--- config.mk ---
export PLATFORM = sky130hd
export DESIGN_NAME = ad9915_sweep_sequencer
export DESIGN_NICKNAME = d
export VERILOG_FILES = /design/src/rtl/ad9915_seq_pkg.sv /design/src/rtl/ad9915_profile_table.sv /design/src/rtl/ad9915_sweep_sequencer.sv
export SDC_FILE = /design/constraint.sdc
export NUM_CORES = 1
export LEC_CHECK = 0
export CORE_ASPECT_RATIO = 1.2
export CORE_MARGIN = 5
export CORE_UTILIZATION = 40
export CTS_CLUSTER_DIAMETER = 50
export DETAILED_ROUTE_END_ITERATION = 12
export DONT_BUFFER_PORTS = 1
export GPL_ROUTABILITY_DRIVEN = 0
export GPL_TIMING_DRIVEN = 0
export SKIP_CTS_REPAIR_TIMING = 1
export SYNTH_ARGS = -nofsm -noshare
export SYNTH_HDL_FRONTEND = slang
export SYNTH_SLANG_ARGS = --single-unit
--- constraint.sdc ---
create_clock -name ipClk -period 3.3 [get_ports ipClk]
set_input_delay 0.495 -clock ipClk [delete_from_list [all_inputs] [get_ports ipClk]]
set_output_delay 0.495 -clock ipClk [all_outputs]
set_load 0.01 [all_outputs]
--- src/rtl/ad9915_seq_pkg.sv ---
// ad9915_seq_pkg
// Shared definitions for the AD9915 sweep sequencer:
//   - seq_state_e     : sequencer FSM states (also exported on the debug port)
//   - FIELD_*         : field index within a profile's write/read address
//   - TIMEOUT_DEFAULT : default driver handshake timeout in clock cycles
//   - profile_t       : one ramp profile as presented to the DDS driver
// Optional feature macro used by the block: AD9915_SEQ_READBACK_EN.
package ad9915_seq_pkg;

  typedef enum logic [2:0] {
    ST_IDLE      = 3'd0,
    ST_LOAD      = 3'd1,
    ST_WAIT_ACK  = 3'd2,
    ST_WAIT_DONE = 3'd3,
    ST_DWELL     = 3'd4,
    ST_ADVANCE   = 3'd5
  } seq_state_e;

  // Address layout is {profile, field}; fields 5..7 are unused.
  localparam logic [2:0] FIELD_LOWER     = 3'd0;
  localparam logic [2:0] FIELD_UPPER     = 3'd1;
  localparam logic [2:0] FIELD_STEP_UP   = 3'd2;
  localparam logic [2:0] FIELD_STEP_DOWN = 3'd3;
  localparam logic [2:0] FIELD_SLOPE     = 3'd4;  // {slope_down, slope_up}
  localparam logic [2:0] FIELD_LAST      = FIELD_SLOPE;

  localparam int TIMEOUT_DEFAULT = 65535;

  typedef struct packed {
    logic [31:0] lower;
    logic [31:0] upper;
    logic [31:0] step_up;
    logic [31:0] step_down;
    logic [15:0] slope_up;
    logic [15:0] slope_down;
  } profile_t;

endpackage

--- src/rtl/ad9915_profile_table.sv ---
// ad9915_profile_table
// Register-based storage for NUM_PROFILES ramp profiles of five 32-bit fields.
// Ports:
//   clk, rst_n        : clock, asynchronous active-low reset (table clears to 0)
//   wr_en/wr_addr/
//   wr_data           : write port, wr_addr = {profile, field}; fields 5..7 dropped
//   rd_profile        : profile index for the parallel (combinational) read
//   rd_entry          : all fields of profile rd_profile
//   rb_addr/rb_data   : registered single-field readback, only when
//                       AD9915_SEQ_READBACK_EN is defined; fields 5..7 read 0
module ad9915_profile_table
  import ad9915_seq_pkg::*;
#(
  parameter int NUM_PROFILES = 4,
  localparam int PW = $clog2(NUM_PROFILES)
) (
  input  logic          clk,
  input  logic          rst_n,
  input  logic          wr_en,
  input  logic [PW+2:0] wr_addr,
  input  logic [31:0]   wr_data,
  input  logic [PW-1:0] rd_profile,
`ifdef AD9915_SEQ_READBACK_EN
  input  logic [PW+2:0] rb_addr,
  output logic [31:0]   rb_data,
`endif
  output profile_t      rd_entry
);

  logic [31:0] mem_q [NUM_PROFILES][5];
  logic [31:0] mem_d [NUM_PROFILES][5];

  logic [PW-1:0] wr_prof;
  logic [2:0]    wr_field;

  assign wr_prof  = wr_addr[PW+2:3];
  assign wr_field = wr_addr[2:0];

  always_comb begin
    mem_d = mem_q;
    if (wr_en && (wr_field <= FIELD_LAST)) begin
      mem_d[wr_prof][wr_field] = wr_data;
    end
  end

  always_ff @(posedge clk or negedge rst_n) begin
    if (!rst_n) begin
      for (int p = 0; p < NUM_PROFILES; p++) begin
        for (int f = 0; f < 5; f++) begin
          mem_q[p][f] <= '0;
        end
      end
    end else begin
      mem_q <= mem_d;
    end
  end

  always_comb begin
    rd_entry.lower      = mem_q[rd_profile][FIELD_LOWER];
    rd_entry.upper      = mem_q[rd_profile][FIELD_UPPER];
    rd_entry.step_up    = mem_q[rd_profile][FIELD_STEP_UP];
    rd_entry.step_down  = mem_q[rd_profile][FIELD_STEP_DOWN];
    rd_entry.slope_up   = mem_q[rd_profile][FIELD_SLOPE][15:0];
    rd_entry.slope_down = mem_q[rd_profile][FIELD_SLOPE][31:16];
  end

`ifdef AD9915_SEQ_READBACK_EN
  logic [PW-1:0] rb_prof;
  logic [2:0]    rb_field;
  logic [31:0]   rb_data_d;
  logic [31:0]   rb_data_q;

  assign rb_prof  = rb_addr[PW+2:3];
  assign rb_field = rb_addr[2:0];

  always_comb begin
    rb_data_d = '0;
    if (rb_field <= FIELD_LAST) begin
      rb_data_d = mem_q[rb_prof][rb_field];
    end
  end

  always_ff @(posedge clk or negedge rst_n) begin
    if (!rst_n) begin
      rb_data_q <= '0;
    end else begin
      rb_data_q <= rb_data_d;
    end
  end

  assign rb_data = rb_data_q;
`endif

endmodule

--- src/rtl/ad9915_sweep_sequencer.sv ---
// ad9915_sweep_sequencer
// Steps an AD9915 DDS driver through a table of ramp profiles. For each
// profile it loads the parameters, handshakes with the driver (opUpdate until
// ipDriverBusy rises, then waits for it to fall), holds opTrigger high for
// max(ipDwell,1) cycles, then advances, wraps (ipRepeat) or stops.
// Ports:
//   ipClk, ipnReset            : clock, asynchronous active-low reset
//   ipWrEnable/ipWrAddress/
//   ipWrData                   : profile table write, address {profile, field}
//   ipStart, ipStop            : sequence start / abort pulses (stop wins)
//   ipRepeat, ipLastProfile    : wrap enable, final profile (sampled at start)
//   ipDwell                    : trigger-high cycles per profile
//   op* parameter outputs      : registered profile parameters for the driver
//   opUpdate, ipDriverBusy     : driver handshake
//   opTrigger                  : ramp trigger
//   opBusy, opProfile, opError : status; opError is a sticky handshake timeout
//   opDbgState                 : current FSM state, for observation only
//   ipRdAddress, opRdData      : registered table readback, only present when
//                                AD9915_SEQ_READBACK_EN is defined
// Handshake: opUpdate is raised with stable parameters and held until the
// driver shows ipDriverBusy=1; the ramp is triggered once ipDriverBusy
// returns to 0. Either wait aborts to Idle with opError after TIMEOUT_CYCLES.
module ad9915_sweep_sequencer
  import ad9915_seq_pkg::*;
#(
  parameter int NUM_PROFILES   = 4,
  parameter int TIMEOUT_CYCLES = TIMEOUT_DEFAULT,
  localparam int PW = $clog2(NUM_PROFILES)
) (
  input  logic          ipClk,
  input  logic          ipnReset,
  input  logic          ipWrEnable,
  input  logic [PW+2:0] ipWrAddress,
  input  logic [31:0]   ipWrData,
  input  logic          ipStart,
  input  logic          ipStop,
  input  logic          ipRepeat,
  input  logic [PW-1:0] ipLastProfile,
  input  logic [23:0]   ipDwell,
  output logic [31:0]   opFreqLowerLimit,
  output logic [31:0]   opFreqUpperLimit,
  output logic [31:0]   opStepUp,
  output logic [31:0]   opStepDown,
  output logic [15:0]   opSlopeUp,
  output logic [15:0]   opSlopeDown,
  output logic          opUpdate,
  input  logic          ipDriverBusy,
  output logic          opTrigger,
  output logic          opBusy,
  output logic [PW-1:0] opProfile,
  output logic          opError,
`ifdef AD9915_SEQ_READBACK_EN
  input  logic [PW+2:0] ipRdAddress,
  output logic [31:0]   opRdData,
`endif
  output seq_state_e    opDbgState
);

  localparam logic [31:0] TMO_LAST = 32'(TIMEOUT_CYCLES - 1);

  seq_state_e    state_q,   state_d;
  logic [PW-1:0] profile_q, profile_d;
  logic [PW-1:0] last_q,    last_d;
  logic          busy_q,    busy_d;
  logic          update_q,  update_d;
  logic          trigger_q, trigger_d;
  logic          error_q,   error_d;
  profile_t      params_q,  params_d;
  logic [23:0]   dwell_q,   dwell_d;
  logic [31:0]   tmo_q,     tmo_d;

  profile_t      tbl_entry;
  logic          tmo_expired;

  ad9915_profile_table #(
    .NUM_PROFILES (NUM_PROFILES)
  ) u_table (
    .clk        (ipClk),
    .rst_n      (ipnReset),
    .wr_en      (ipWrEnable),
    .wr_addr    (ipWrAddress),
    .wr_data    (ipWrData),
    .rd_profile (profile_q),
`ifdef AD9915_SEQ_READBACK_EN
    .rb_addr    (ipRdAddress),
    .rb_data    (opRdData),
`endif
    .rd_entry   (tbl_entry)
  );

  // tmo_q counts cycles spent in the current state, so expiry on its last
  // value means exactly TIMEOUT_CYCLES cycles of waiting.
  assign tmo_expired = (tmo_q == TMO_LAST);

  always_comb begin
    state_d   = state_q;
    profile_d = profile_q;
    last_d    = last_q;
    busy_d    = busy_q;
    update_d  = update_q;
    trigger_d = trigger_q;
    error_d   = error_q;
    params_d  = params_q;
    dwell_d   = dwell_q;

    case (state_q)
      ST_IDLE: begin
        if (ipStart && !ipStop) begin
          profile_d = '0;
          last_d    = ipLastProfile;
          busy_d    = 1'b1;
          error_d   = 1'b0;
          state_d   = ST_LOAD;
        end
      end
      ST_LOAD: begin
        // Parameters are captured here, so table writes made later in the
        // sequence only show up at this profile's next load.
        params_d = tbl_entry;
        update_d = 1'b1;
        state_d  = ST_WAIT_ACK;
      end
      ST_WAIT_ACK: begin
        if (ipDriverBusy) begin
          update_d = 1'b0;
          state_d  = ST_WAIT_DONE;
        end else if (tmo_expired) begin
          update_d = 1'b0;
          error_d  = 1'b1;
          busy_d   = 1'b0;
          state_d  = ST_IDLE;
        end
      end
      ST_WAIT_DONE: begin
        if (!ipDriverBusy) begin
          trigger_d = 1'b1;
          dwell_d   = ipDwell;
          state_d   = ST_DWELL;
        end else if (tmo_expired) begin
          error_d = 1'b1;
          busy_d  = 1'b0;
          state_d = ST_IDLE;
        end
      end
      ST_DWELL: begin
        // Trigger is high for every Dwell cycle; leaving when the count is
        // 1 (or was loaded as 0) gives max(ipDwell,1) high cycles.
        if (dwell_q <= 24'd1) begin
          trigger_d = 1'b0;
          state_d   = ST_ADVANCE;
        end else begin
          dwell_d = dwell_q - 24'd1;
        end
      end
      ST_ADVANCE: begin
        if (profile_q == last_q) begin
          if (ipRepeat) begin
            profile_d = '0;
            state_d   = ST_LOAD;
          end else begin
            busy_d  = 1'b0;
            state_d = ST_IDLE;
          end
        end else begin
          profile_d = profile_q + 1'b1;
          state_d   = ST_LOAD;
        end
      end
      default: begin
        update_d  = 1'b0;
        trigger_d = 1'b0;
        busy_d    = 1'b0;
        state_d   = ST_IDLE;
      end
    endcase

    if (ipStop) begin
      update_d  = 1'b0;
      trigger_d = 1'b0;
      busy_d    = 1'b0;
      state_d   = ST_IDLE;
    end

    if (state_d != state_q) begin
      tmo_d = '0;
    end else if (tmo_expired) begin
      tmo_d = tmo_q;
    end else begin
      tmo_d = tmo_q + 32'd1;
    end
  end

  always_ff @(posedge ipClk or negedge ipnReset) begin
    if (!ipnReset) begin
      state_q   <= ST_IDLE;
      profile_q <= '0;
      last_q    <= '0;
      busy_q    <= 1'b0;
      update_q  <= 1'b0;
      trigger_q <= 1'b0;
      error_q   <= 1'b0;
      params_q  <= '0;
      dwell_q   <= '0;
      tmo_q     <= '0;
    end else begin
      state_q   <= state_d;
      profile_q <= profile_d;
      last_q    <= last_d;
      busy_q    <= busy_d;
      update_q  <= update_d;
      trigger_q <= trigger_d;
      error_q   <= error_d;
      params_q  <= params_d;
      dwell_q   <= dwell_d;
      tmo_q     <= tmo_d;
    end
  end

  assign opFreqLowerLimit = params_q.lower;
  assign opFreqUpperLimit = params_q.upper;
  assign opStepUp         = params_q.step_up;
  assign opStepDown       = params_q.step_down;
  assign opSlopeUp        = params_q.slope_up;
  assign opSlopeDown      = params_q.slope_down;
  assign opUpdate         = update_q;
  assign opTrigger        = trigger_q;
  assign opBusy           = busy_q;
  assign opProfile        = profile_q;
  assign opError          = error_q;
  assign opDbgState       = state_q;

endmodule

Yosys cells after proc, flatten, opt, wreduce, memory -nomap -nowiden
Cells that the tools add are included.
Cells by class
  div/mod/pow operators: 0
  multipliers: 0
  add/subtract/negate cells: 3
  bitwise operators: 3
  equality and inequality tests: 26
  magnitude comparators: 7
  shift-type cells: 0
  reduce and logical (&&, ||, !) cells: 19
  mux-type cells: 47
Operators with widths (number)
  $bwmux W640: 1
  $mux W160: 3
  $bmux W160 S2: 1
  $demux W160 S2: 1
  $demux W32 S3: 1
  $mux W32: 3
  $mux W24: 2
  $pmux W24 S2: 1
  $add A32 B1 Y32 const B: 1
  $eq A32 B16 Y1 const B: 1
  $le A24 B1 Y1 const B: 1
  $ne A3 B3 Y1 const B: 8
  $sub A24 B1 Y24 const B: 1
  $mux W3: 7
  $mux W1: 18
  $pmux W3 S6: 1
  $ne A2 B2 Y1 const B: 5
  $pmux W1 S3: 3
  $reduce_and A3 Y1: 3
  $ne A2 B1 Y1 const B: 4
  $reduce_or A4 Y1: 2
  $eq A3 B2 Y1 const B: 2
  $eq A3 B3 Y1 const B: 2
  $ge A3 B3 Y1 const B: 2
  other kinds (23): 31
Storage, ports and cells
  output and inout bits: 169
  memories kept: 0
  bits in latches: 0
  input port bits: 70
  ROM bits: 0
  bits in writable memories: 0
  flip-flop bits (word level): 867

Logic depth before layout (Yosys ltp)
  depth after elaboration: 8
  depth in mapped cells: 10

Cells and area by module
Synthesis repeated with hierarchy kept, for this count alone.
Second synthesis, totals
  cell total of the unflattened synthesis: 2438
  area, all modules: 37668.6 µm²
Modules (own cells, without submodules)
  ad9915_profile_table: area an instance 27774.1 µm², times used 1, cells each 1635
  ad9915_sweep_sequencer: area an instance 9894.5 µm², times used 1, cells each 803

Worst setup path after synthesis
No wires, ideal clock.
  path kind: reg-to-reg
  from: reg dwell_q[0]
  to: reg dwell_q[14]
  slack: 1039 ps
  stages on the path, launching flop included: 10
  arrival: 2135 ps
  path through: dfrtp_1 inv_1 ha_1 or4b_1 clkbuf_1 nor4_2 nand2_1 o31a_1 o21ai_0 o21ai_1
On the way
  word-level cells in the longest chain between the ends: 3
RTL lines
  start, declared: RTL line ad9915_sweep_sequencer.sv:69  | logic [23:0] dwell_q, dwell_d;
  start signal, assigned: RTL line ad9915_sweep_sequencer.sv:214  | dwell_q <= dwell_d;
  $sub A24 B1 Y24 / $le A24 B1 Y1 (equally long branches): RTL line ad9915_sweep_sequencer.sv:152, ad9915_sweep_sequencer.sv:148
  $mux W24 / $ne A2 B2 Y1 (equally long branches)
  $pmux W24 S2 / $reduce_and A3 Y1 (equally long branches)
Parallel ways exist; a longest one is shown, timed or not. The select of a mux whose other input is x is not followed.
A chain may end at the register's enable or synchronous reset.

Final worst setup path
  from: reg profile_q[1] (netlist: opProfile[1])
  to: reg params_q (netlist bit opStepDown[0])
On the way
  word-level cells in the longest chain between the ends: 4
RTL lines
  start, declared: RTL line ad9915_sweep_sequencer.sv:62  | logic [PW-1:0] profile_q, profile_d;
  start signal, assigned: RTL line ad9915_sweep_sequencer.sv:207  | profile_q <= profile_d;
  $not A2 Y3 (implied by the code): RTL line ad9915_profile_table.sv:62  | rd_entry.step_down = mem_q[rd_profile][FIELD_STEP_DOWN];
  $bmux W160 S2: RTL line ad9915_profile_table.sv:62
  $mux W160 (2 in series)
  end signal, assigned: RTL line ad9915_sweep_sequencer.sv:213  | params_q <= params_d;
  end, declared: RTL line ad9915_sweep_sequencer.sv:68  | profile_t params_q, params_d;
Every way passes these cells. The select of a mux whose other input is x is not followed.

==> results.json <==
{
  "avgRoutedWirePerCell_um": 26.6,
  "grtUsageTotal_pct": 20.6,
  "htree_levels": 3,
  "drt_first_pass_iters": 5,
  "area_growth_pct": 13.6,
  "root_buffer": "clkbuf_16",
  "skew_ns": 0.0302,
  "antenna_found_initial": 8,
  "cts.sinks": 867,
  "fill_cells": 8101,
  "ctsLongestPathBuffers": 3,
  "grt_pass1_wl_um": 156000,
  "globalRouteOverflowTotal": 0,
  "insertion_delay_ns": 0.65,
  "setup_ws_ns": 0.142,
  "pwr-share-comb_pct": 13.4,
  "synth_fa_ha_area_share_pct": 0.133,
  "drv_slew": 0,
  "crit_path_end_kind": "flip-flop",
  "cp-start-kind": "flip-flop",
  "synthCells": 2447,
  "cp.required_ns": 3.84,
  "p_sw_share_pct": 27.0,
  "sequentialPowerShare_pct": 50.2,
  "dpl.hpwl_um": 70800,
  "synth_edf_count": 0,
  "path_class": "reg -> reg",
  "yosysWarnings": 0,
  "io_pins": 239,
  "power.internal_uw": 22000,
  "initial_utilization_pct": 40.2,
  "min_path_type": "in -> async",
  "drv_cap": 0,
  "synth.area.mux_share_pct": 33.7,
  "io_buffers": 0,
  "synth_compound_area_share_pct": 1.84,
  "p_per_area_nw_per_um2": 708,
  "violations": "hold timing",
  "rsz0062_at_grt": "yes",
  "finalCritPeriodShare_pct": 95.7,
  "synth_xor_xnor_area_share_pct": 0.724,
  "vias": 21600,
  "die_x_um": 290,
  "crit_fanout": 10,
  "clk_pin_slew_ns": 0.07,
  "ys_types": 69,
  "leakage_uw": 0.0186,
  "syn_nets": 2521,
  "synth.cell_area_um2": 37500,
  "drive_gt1_share_pct": 45.1,
  "instances_no_fill": 3880,
  "tightestPinTransition_ns": 1.45,
  "synth_seq_cells": 867,
  "antenna_left": 0,
  "cp.arrival_ns": 3.70,
  "cts_made_buffers": 94,
  "ir_worst_vdd_v": 0.000416,
  "die-area_um2": 100000,
  "maxSlewHeadroom_pct": 3.08,
  "status": "finished, violations left",
  "placed_cells": 3698,
  "drt_iter0_drc": 1512,
  "routed_via_density": 5.56,
  "hold_violations": 376,
  "clock_power_share_pct": 36.4,
  "die_h_um": 346,
  "async_flop_share_pct": 100,
  "cts_tree": "yes",
  "finalCriticalPeriod_ns": 3.16,
  "yosys.area_share.simple_pct": 3.43,
  "synth_ff_type": "dfrtp_1",
  "synth_common_cells": "867 x dfrtp_1, 801 x mux2_2, 160 x mux4_2",
  "holdWs_ns": -0.209,
  "synth-seq-area-share_pct": 57.8,
  "num_rows": 123,
  "place_ws_ns": -0.684,
  "finalWirelength_um": 103000,
  "yosysTopAreaCell": "dfrtp_1",
  "setup_viol": 0,
  "yosysMostFrequentCell": "dfrtp_1",
  "p_switching_uw": 8140,
  "fp.coreArea_um2": 93400,
  "grt_max_degree": 868,
  "yosysTopAreaCellShare_pct": 57.8,
  "synthTopCellsByArea": "dfrtp_1 58%, mux2_2 24%, mux4_2 9.6%",
  "grt_pass1_vias": 23800,
  "fin_nets": 2626,
  "synth_top_family_by_area": "multiplexers",
  "drc": 0,
  "syn_area_per_cell_um2": 15.3,
  "max_freq_mhz": 317
}
metrics by stage:
stage	total power, uW	area (um^2)	setup TNS (ns)	util (%)
5_1_grt	31600	42600	-0.00928	45.6
3_3_place_gp	18800	39100	-194.89	41.8
2_1_floorplan	17600	37500	0	-
3_5_place_dp	19200	39100	-46.60	41.9
4_1_cts	30300	42400	-48.21	45.4
6_report	30200	42600	0	45.6
sequential cells by signal, indices dropped and copies added, names as in the netlist, 2 cells and up:
signal and flops:
opFreqLowerLimit 32, opFreqUpperLimit 32, u_table.mem_q 640, opSlopeUp 16, opStepUp 32, opSlopeDown 16
last_q 2, opDbgState 3, dwell_q 24, opProfile 2, tmo_q 32, opStepDown 32
worst paths after layout:
check | start | to | slack [ns] | depth (start not counted)
hold / removal | ipnReset | u_table.mem_q[392] | -0.21 | 1
max in group asynchronous | ipnReset | u_table.mem_q[505] | 1.26 | 3
setup / recovery | opProfile[1] | opStepDown[0] | 0.14 | 5
min in group ipClk | ipDwell[0] | dwell_q[0] | 0.02 | 2
hold reg to reg | u_table.mem_q[185] | u_table.mem_q[185] | 0.50 | 1
setup reg to reg | opProfile[1] | opStepDown[0] | 0.14 | 5
logic make-up (layout without fill, tap and decap cells):
kind of cell | count (synthesis) | count (layout)
muxes | 962 | 962
DFF | 867 | 867
and+or+nand+nor | 250 | 250
buffers and inverters | 220 | 401
AOI/OAI and AO/OA | 113 | 113
xor gates and xnor gates | 31 | 31
adders and majority gates | 4 | 4
other | 0 | 2
worst max-delay path, stage by stage (launching register included):
cell	delay (ns)
dfrtp_1	0.53
clkbuf_1	0.57
clkbuf_2	0.45
clkbuf_1	0.71
mux4_2	0.49
mux2_2	0.29
cells in the final DEF, fill, tap and decap left out, types with 5 or more instances in the layout:
master        n
xor2_1        9
buf_2        24
inv_6         6
nor3b_1       6
nor3_1       19
nand4_1      12
buf_1        33
nand3_1      20
o21ai_0      41
nand2_1      47
nor2_1       84
clkinv_4      6
clkbuf_2     10
a21oi_1      36
clkbuf_8     15
dfrtp_1     867
inv_1        11
clkinvlp_4   10
nor2b_1       5
and3_1        7
buf_16        7
bufinv_16    10
clkinv_2     15
xnor2_1      22
mux2_2      801
clkbuf_1    143
mux4_2      160
nor4_1       12
clkbuf_16    97
per-layer routing:
layer | GRT usage (%) | wire length (um) | vias to the layer above
met5 | 0 | 34 | -
met4 | 6.23 | 2880 | 4
met3 | 5.80 | 7360 | 170
met2 | 35.2 | 52300 | 572
met1 | 25.6 | 40700 | 11700
li1 | - | - | 9162
cell type report:
class	instances	area [um^2]	area share [%]
Clock buffer	122	2670	6.27
Multi-Input combinational cell	1360	14900	35.0
Clock inverter	50	599	1.41
Timing Repair Buffer	10	223	0.523
Antenna cell	2	5.00	0.0117
Tap cell	1250	1560	3.67
Buffer	208	882	2.07
Sequential cell	867	21700	50.9
Inverter	11	41.3	0.0969
power by group through the flow:
stage / clock network (uW) / logic, uW / registers [uW]
3_5_place_dp: 0 / 3850 / 15300
5_1_grt: 11700 / 4460 / 15400
6_report: 11000 / 4040 / 15100
4_1_cts: 11200 / 3870 / 15200
2_1_floorplan: 0 / 3110 / 14500
3_3_place_gp: 0 / 3650 / 15100
Note: power is estimated with default switching activity, not from simulation.
